**config.mk**
```make
export PLATFORM = sky130hd
export DESIGN_NAME = imm_encoder
export DESIGN_NICKNAME = d
export VERILOG_FILES = /design/src/rtl/imm_encoder.sv
export SDC_FILE = /design/constraint.sdc
export NUM_CORES = 1
export LEC_CHECK = 0
export BUFFER_PORTS_ARGS = -buffer_cell sky130_fd_sc_hd__buf_2
export CORE_MARGIN = 4
export CORE_UTILIZATION = 54
export DETAILED_ROUTE_END_ITERATION = 8
export PLACE_DENSITY = 0.88
export SETUP_SLACK_MARGIN = 0.4
export SYNTH_ARGS = -nofsm -noshare
export SYNTH_HDL_FRONTEND = slang
export SYNTH_SLANG_ARGS = --single-unit
```
**constraint.sdc**
```tcl
create_clock -name clk -period 2.8 [get_ports clk]
set_input_delay 0.28 -clock clk [delete_from_list [all_inputs] [get_ports clk]]
set_output_delay 0.28 -clock clk [all_outputs]
set_load 0.02 [all_outputs]
```
**src/rtl/imm_encoder.sv**
```systemverilog
// rtl/imm_encoder.sv - two-stage RISC-V instruction packer with immediate range checking
module imm_encoder (
    input  logic        clk,
    input  logic        rst_n,
    input  logic        in_valid,
    output logic        in_ready,
    input  logic [6:0]  in_opcode,
    input  logic [4:0]  in_rd,
    input  logic [4:0]  in_rs1,
    input  logic [4:0]  in_rs2,
    input  logic [2:0]  in_funct3,
    input  logic [6:0]  in_funct7,
    input  logic [63:0] in_imm,
    output logic        out_valid,
    input  logic        out_ready,
    output logic [31:0] out_inst,
    output logic        out_err,
    output logic [15:0] err_count
);

    localparam logic [6:0]  OP_IMM    = 7'b0010011;
    localparam logic [6:0]  OP_LOAD   = 7'b0000011;
    localparam logic [6:0]  OP_JALR   = 7'b1100111;
    localparam logic [6:0]  OP_STORE  = 7'b0100011;
    localparam logic [6:0]  OP_BRANCH = 7'b1100011;
    localparam logic [6:0]  OP_LUI    = 7'b0110111;
    localparam logic [6:0]  OP_AUIPC  = 7'b0010111;
    localparam logic [6:0]  OP_JAL    = 7'b1101111;
    localparam logic [6:0]  OP_REG    = 7'b0110011;
    localparam logic [31:0] NOP_INST  = 32'h00000013;

    typedef enum logic [2:0] {
        FMT_R,
        FMT_I,
        FMT_S,
        FMT_B,
        FMT_U,
        FMT_J,
        FMT_BAD
    } fmt_e;

    // True when v[63:msb] are all equal, i.e. v survives truncation to msb+1 signed bits.
    function automatic logic sext_fits(input logic [63:0] v, input int unsigned msb);
        logic [63:0] t;
        t = $signed(v) >>> msb;
        return (t == '0) || (t == '1);
    endfunction

    logic        s1_valid_q,  s1_valid_d;
    logic [6:0]  s1_opcode_q, s1_opcode_d;
    logic [4:0]  s1_rd_q,     s1_rd_d;
    logic [4:0]  s1_rs1_q,    s1_rs1_d;
    logic [4:0]  s1_rs2_q,    s1_rs2_d;
    logic [2:0]  s1_funct3_q, s1_funct3_d;
    logic [6:0]  s1_funct7_q, s1_funct7_d;
    logic [63:0] s1_imm_q,    s1_imm_d;
    logic        s2_valid_q,  s2_valid_d;
    logic [31:0] s2_inst_q,   s2_inst_d;
    logic        s2_err_q,    s2_err_d;
    logic [15:0] err_count_q, err_count_d;

    logic        out_xfer;
    logic        s2_load;
    logic        in_xfer;
    fmt_e        fmt;
    logic [31:0] enc_inst;
    logic        enc_bad;

    assign out_xfer = s2_valid_q && out_ready;
    assign s2_load  = s1_valid_q && (!s2_valid_q || out_ready);
    assign in_ready = !s1_valid_q || s2_load;
    assign in_xfer  = in_valid && in_ready;

    always_comb begin
        fmt = FMT_BAD;
        case (s1_opcode_q)
            OP_IMM, OP_LOAD, OP_JALR: fmt = FMT_I;
            OP_STORE:                 fmt = FMT_S;
            OP_BRANCH:                fmt = FMT_B;
            OP_LUI, OP_AUIPC:         fmt = FMT_U;
            OP_JAL:                   fmt = FMT_J;
            OP_REG:                   fmt = FMT_R;
            default:                  fmt = FMT_BAD;
        endcase
    end

    always_comb begin
        enc_bad  = 1'b0;
        enc_inst = NOP_INST;
        case (fmt)
            FMT_I: begin
                enc_bad  = !sext_fits(s1_imm_q, 11);
                enc_inst = {s1_imm_q[11:0], s1_rs1_q, s1_funct3_q, s1_rd_q, s1_opcode_q};
            end
            FMT_S: begin
                enc_bad  = !sext_fits(s1_imm_q, 11);
                enc_inst = {s1_imm_q[11:5], s1_rs2_q, s1_rs1_q, s1_funct3_q,
                            s1_imm_q[4:0], s1_opcode_q};
            end
            FMT_B: begin
                enc_bad  = !sext_fits(s1_imm_q, 12) || s1_imm_q[0];
                enc_inst = {s1_imm_q[12], s1_imm_q[10:5], s1_rs2_q, s1_rs1_q, s1_funct3_q,
                            s1_imm_q[4:1], s1_imm_q[11], s1_opcode_q};
            end
            FMT_U: begin
                enc_bad  = !sext_fits(s1_imm_q, 31) || (s1_imm_q[11:0] != 12'h000);
                enc_inst = {s1_imm_q[31:12], s1_rd_q, s1_opcode_q};
            end
            FMT_J: begin
                enc_bad  = !sext_fits(s1_imm_q, 20) || s1_imm_q[0];
                enc_inst = {s1_imm_q[20], s1_imm_q[10:1], s1_imm_q[11], s1_imm_q[19:12],
                            s1_rd_q, s1_opcode_q};
            end
            FMT_R: begin
                enc_bad  = 1'b0;
                enc_inst = {s1_funct7_q, s1_rs2_q, s1_rs1_q, s1_funct3_q, s1_rd_q, s1_opcode_q};
            end
            default: begin
                enc_bad  = 1'b1;
                enc_inst = NOP_INST;
            end
        endcase
    end

    always_comb begin
        s1_valid_d  = s1_valid_q;
        s1_opcode_d = s1_opcode_q;
        s1_rd_d     = s1_rd_q;
        s1_rs1_d    = s1_rs1_q;
        s1_rs2_d    = s1_rs2_q;
        s1_funct3_d = s1_funct3_q;
        s1_funct7_d = s1_funct7_q;
        s1_imm_d    = s1_imm_q;
        if (in_xfer) begin
            s1_valid_d  = 1'b1;
            s1_opcode_d = in_opcode;
            s1_rd_d     = in_rd;
            s1_rs1_d    = in_rs1;
            s1_rs2_d    = in_rs2;
            s1_funct3_d = in_funct3;
            s1_funct7_d = in_funct7;
            s1_imm_d    = in_imm;
        end else if (s2_load) begin
            s1_valid_d  = 1'b0;
        end
    end

    // A rejected word still travels as a NOP so downstream ordering is preserved.
    always_comb begin
        s2_valid_d = s2_valid_q;
        s2_inst_d  = s2_inst_q;
        s2_err_d   = s2_err_q;
        if (s2_load) begin
            s2_valid_d = 1'b1;
            s2_inst_d  = enc_bad ? NOP_INST : enc_inst;
            s2_err_d   = enc_bad;
        end else if (out_xfer) begin
            s2_valid_d = 1'b0;
        end
    end

    always_comb begin
        err_count_d = err_count_q;
        if (out_xfer && s2_err_q && (err_count_q != 16'hFFFF)) begin
            err_count_d = err_count_q + 16'd1;
        end
    end

    always_ff @(posedge clk or negedge rst_n) begin
        if (!rst_n) begin
            s1_valid_q  <= 1'b0;
            s1_opcode_q <= 7'h0;
            s1_rd_q     <= 5'h0;
            s1_rs1_q    <= 5'h0;
            s1_rs2_q    <= 5'h0;
            s1_funct3_q <= 3'h0;
            s1_funct7_q <= 7'h0;
            s1_imm_q    <= 64'h0;
            s2_valid_q  <= 1'b0;
            s2_inst_q   <= 32'h0;
            s2_err_q    <= 1'b0;
            err_count_q <= 16'h0;
        end else begin
            s1_valid_q  <= s1_valid_d;
            s1_opcode_q <= s1_opcode_d;
            s1_rd_q     <= s1_rd_d;
            s1_rs1_q    <= s1_rs1_d;
            s1_rs2_q    <= s1_rs2_d;
            s1_funct3_q <= s1_funct3_d;
            s1_funct7_q <= s1_funct7_d;
            s1_imm_q    <= s1_imm_d;
            s2_valid_q  <= s2_valid_d;
            s2_inst_q   <= s2_inst_d;
            s2_err_q    <= s2_err_d;
            err_count_q <= err_count_d;
        end
    end

    assign out_valid = s2_valid_q;
    assign out_inst  = s2_inst_q;
    assign out_err   = s2_err_q;
    assign err_count = err_count_q;

endmodule

```
* After elaboration in Yosys (flattened, before gate mapping)
Cells that the tools add are included.
** Operators by class
- Eq/ne operators :: 19
- Add/sub/neg operators :: 1
- Multiplexer cells :: 8
- Reductions and logical operators :: 31
** Operators by type and width (number)
- equality test 64 bit (second input constant) :: 4
- logical NOT 64 bit :: 4
- case mux 32 bit (6 select lines) :: 1
- two-way mux 32 bit :: 1
- equality test 7 x 6 -> 1 bit (second input constant) :: 3
- equality test 7 bit (second input constant) :: 3
- case mux 3 bit (6 select lines) :: 1
- adder 16 x 1 -> 16 bit (second input constant) :: 1
- inequality test 16 bit (second input constant) :: 1
- equality test 7 x 5 -> 1 bit (second input constant) :: 2
- nonzero test 12 bit :: 1
- logical OR 1 bit :: 9
- equality test 7 x 2 -> 1 bit (second input constant) :: 1
- equality test 3 x 2 -> 1 bit (second input constant) :: 2
- equality test 3 bit (second input constant) :: 2
- logical NOT 1 bit :: 6
- logical AND 1 bit :: 5
- case mux 1 bit (5 select lines) :: 1
- two-way mux 1 bit :: 4
- nonzero test 2 bit :: 2
- OR reduction 2 bit :: 2
- equality test 3 x 1 -> 1 bit (second input constant) :: 1
- logical NOT 3 bit :: 1
- OR reduction 3 bit :: 1
** Word-level totals
- Flip-flop bits (word level) :: 147
- Output and inout port bits :: 51
- Logic and storage cells :: 71
- Input bits :: 100

* Logic depth before layout (Yosys ltp)
- Depth in word-level cells :: 7
- Gate-level depth with buffers :: 8
- Mapped depth without buffers :: 7

* Worst setup path before layout
OpenSTA, ideal clock, no wires.
- Path kind :: register to register
- From :: register s2_valid_q (netlist: out_valid)
- To :: register s1_imm_q[0]
- Required time :: 2.675 ns
- Arrival time :: 2.009 ns
- Setup slack :: 0.666 ns
- Library setup time :: 0.125 ns
- Cell stages (with the launch flop) :: 6
- Buffers on the path :: 2
- Clock period less this slack :: 2.134 ns
- Cells stage by stage :: dfrtp_1 > nand3b_1 > nand2_1 > buf_1 > clkbuf_1 > mux2_2
** On the way
- Word-level cells in the longest chain between the ends :: 5
** Ends and longest elaborated chain
- start: declaration :: RTL line 57 : logic s2_valid_q, s2_valid_d;
- start signal: assignment :: RTL line 192 : s2_valid_q <= s2_valid_d;
- logical NOT 1 bit :: RTL line 70 : assign s2_load = s1_valid_q && (!s2_valid_q || out_ready);
- logical OR 1 bit :: RTL line 70
- logical AND 1 bit :: RTL line 70
- logical OR 1 bit :: RTL line 71 : assign in_ready = !s1_valid_q || s2_load;
- named net in_ready :: RTL line 6 : output logic in_ready,
- logical AND 1 bit :: RTL line 72 : assign in_xfer = in_valid && in_ready;
- end signal: assignment :: RTL line 191 : s1_imm_q <= s1_imm_d;
- end: declaration :: RTL line 56 : logic [63:0] s1_imm_q, s1_imm_d;
The timed path passes the listed nets, and every way through them passes these cells.
A chain may end at the register's enable or synchronous reset.

* Final worst setup path
- From :: register s1_imm_q[20]
- To :: register s2_inst_q[22] (netlist: out_inst[22])
** On the way
- Word-level cells in the longest chain between the ends :: 6
- Elaborated cells on any way between the ends :: 16
- Classes of those cells :: eq/ne (3); mux (2); reduce/logical (11)
** Ends and longest elaborated chain
- equality test 64 bit / logical NOT 64 bit (equally long branches) :: RTL line 46 : return (t == '0) || (t == '1);
- logical OR 1 bit :: RTL line 46
- logical NOT 1 bit (on tied branches) :: RTL line 110, 101
- logical OR 1 bit (on tied branches) :: RTL line 110, 101
- case mux 1 bit (5 select lines) * :: RTL line 90 : case (fmt)
- two-way mux 32 bit * :: RTL line 155 : s2_inst_d = enc_bad ? NOP_INST : enc_inst;
- end signal: assignment :: RTL line 193 : s2_inst_q <= s2_inst_d;
- end: declaration :: RTL line 58 : logic [31:0] s2_inst_q, s2_inst_d;
Mark *: on every way between the ends. The rest lies on a longest branch, timed or not.

==> metrics.txt <==
first-pass GRT wire length 27.5 mm; Worst R2R Start s1_imm_q[20]; count leader, synth dfrtp_1; Tmin final 2370 ps; biggest area consumer among synthesized cells dfrtp_1; Mapped Cells 515; global route overflow 0; post-route cell area 8260 µm²; WL/cell 20.9 µm; syn avg cell area 12.8 µm²; post-synthesis cell type count 48; Worst EP arrival 2700 ps; slowest stage delay, CP 560 ps; Synth top area share 0.556; PortBufs 150; top area cells in the synthesized netlist dfrtp_1 (56%), mux2_2 (17%), o31ai_2 (5.1%); I/O pin count 151; initial drt markers 423; pwr/cell area 714 nW/µm²; final hold vios 0; dominant synthesized flop cell dfrtp_1; Core Area 12,000 µm²; largest net degree at the start of global routing 78; cell at the slowest stage of the critical path or4_4; Die Ht 119 µm; Seq/Total Area, Yosys 0.556; later-pin clock latency in the skew report 430 ps; CP Launch Type register; Die X-Extent 119 µm; Worst Path Required 3120 ps; Slew Viols, Final 0; DR pass1 iterations 7; HP Class in2reg; Starting Density 0.551; Residual DRC 0; Total GRT Usage 0.251; ANT nets after route 0; CTS root buf clkbuf_16; CTS Buf Count 17; fmax 421 MHz; TNS Setup 0 ps; synth-to-layout area growth 25.0%; share of cells above drive strength 1 0.481; Leakage 3.73 nW; Synth Register Bits 147; Post-synth EDFFs 0; antenna violations before repair 4; final WL 17.4 mm; Vias 5,008; row count 40; Max VDD drop 445 µV; WP buf/inv 1; status completed; Sink Count 147; part of the cycle the worst path needs 0.848; Clock Pin Slew Worst Setup and Hold Paths 60 ps; post-synthesis async set-or-reset flop share 1.00; full die area 14,100 µm²; Commonest cells post-synth dfrtp_1 (147), mux2_2 (98), nand2_1 (46); Max-slew headroom 0.251; RSZ-0062 raised after global routing yes; CP Cell Sequence nor4_1 -> nand3_1 -> or4_4 -> o221ai_4 -> nand4_4 -> buf_12 -> o31ai_2; max cap viols 0; vias in the first global route 5,203; Area after DPL 7540 µm²; CP Class reg2reg; Syn Nets 616; CTS tree done; Post-DP HPWL 12.2 mm; crit path capture type register; Worst Max-Slew Pin Slew 1120 ps; Layout Skew 16.1 ps; Setup crit start s1_imm_q[20]; Max Fanout on Critical Path 15; final setup violation count 0; H-tree depth 4; family with the most delay on the worst path simple AND/OR/NAND/NOR gates; Via-to-Cell Ratio 6.01; HP Start in_rd[3]; RD Place Congestion 0.938; clock buffer depth 2; mapped cell area 6610 µm²; Final nets 772; synth warn 0
-- layout make-up --
cell class	instances	area (µm²)
diodes	2	5.00
clock inverters	7	120
clock buffers	25	495
well taps	147	184
fillers	842	3750
repair buffers	164	920
flip-flops and latches	147	3680
multi-input cells	338	2850
inverters	3	11.3
-- flip-flops by register name, indices dropped and copies added, names as in the netlist --
register	flops
s1_funct3_q	3
out_valid	1
s1_funct7_q	7
s1_opcode_q	7
out_inst	32
out_err	1
s1_imm_q	64
s1_valid_q	1
err_count	16
s1_rd_q	5
s1_rs2_q	5
s1_rs1_q	5
-- cells by family after synthesis --
kind of cell / Yosys count / synth area share
DFF: 147 / 0.556
and+or+nand+nor: 140 / 0.114
muxes: 110 / 0.185
AOI/OAI and AO/OA: 72 / 0.102
buffers and inverters: 30 / 0.0214
xor gates and xnor gates: 15 / 0.0199
adders and majority gates: 1 / 0.00189
-- placed cells by master (no fill, tap or decap), drive strengths merged, types with 2 or more instances in the layout --
| cell | synthesis | layout |
|---|---|---|
| buf | 14 | 162 |
| dfrtp | 147 | 147 |
| mux2 | 98 | 98 |
| nand2 | 46 | 46 |
| o31ai | 27 | 27 |
| clkbuf | 13 | 26 |
| nand3 | 18 | 18 |
| nand4 | 18 | 18 |
| nor4 | 16 | 16 |
| a21oi | 13 | 13 |
| mux2i | 12 | 12 |
| nor2 | 10 | 10 |
| xnor2 | 9 | 9 |
| nor3 | 8 | 8 |
| a22o | 7 | 7 |
| xor2 | 6 | 6 |
| and2 | 6 | 6 |
| nand2b | 5 | 5 |
| o21ai | 5 | 5 |
| and4 | 4 | 4 |
| a222oi | 4 | 4 |
| inv | 3 | 4 |
| a32o | 3 | 3 |
| bufinv | 0 | 3 |
| diode | 0 | 2 |
| nor2b | 2 | 2 |
| a31oi | 2 | 2 |
| o22a | 2 | 2 |
| and3 | 2 | 2 |
| a221oi | 2 | 2 |
| clkinv | 0 | 2 |
-- worst register-to-register path: cells and delay by family (launching register included) --
kind	cells	cell delay (ps)
flops	1	440
simple gates	4	1130
compound gates	2	510
buf+inv	1	200
-- stage by stage --
stage	hold WS (ps)	utilization	instances	worst slack (ps)	total power, mW
2_1_floorplan	-15.6	-	515	666	3.18
5_1_grt	76.5	0.688	833	298	6.14
3_3_place_gp	337	0.628	796	521	3.49
3_5_place_dp	353	0.628	796	390	3.55
4_1_cts	71.8	0.680	829	446	5.92
6_report	84.0	0.688	833	426	5.90
-- worst paths after layout --
| check | end | slack (ps) | cells past startpoint |
|---|---|---|---|
| setup / recovery | out_inst[22] | 430 | 7 |
| hold / removal | s1_rd_q[3] | 80 | 2 |
| setup reg to reg | out_inst[22] | 430 | 7 |
| hold reg to reg | out_inst[0] | 470 | 1 |
| max in group asynchronous | s1_funct7_q[1] | 1450 | 3 |
| min in group asynchronous | err_count[9] | 450 | 2 |
-- where the power goes --
group / switching, mW / leakage (nW) / internal [mW]
logic: 0.455 / 1.64 / 0.422
clock network: 0.847 / 0.298 / 1.50
registers: 0.288 / 1.79 / 2.39
total: 1.59 / 3.73 / 4.31
-- routing by layer --
| layer | global-route usage | vias to the layer above | routed length, µm |
|---|---|---|---|
| met1 | 0.315 | 2464 | 6760 |
| met2 | 0.406 | 257 | 8700 |
| li1 | - | 2238 | - |
| met5 | 0 | - | 31 |
| met3 | 0.0828 | 45 | 1460 |
| met4 | 0.0912 | 4 | 467 |
-- repair_timing --
| action | in CTS | in global routing |
|---|---|---|
| hold buffers | 1 | 0 |
| hold endpoints to repair | 74 | 0 |
| pin swaps | 0 | 4 |
| endpoints found under the setup margin | 5 | 28 |
| buffers inserted | 0 | 1 |
| resized for setup | 1 | 10 |
| gates cloned | 0 | 1 |
Note: power is estimated with default switching activity, not from simulation.
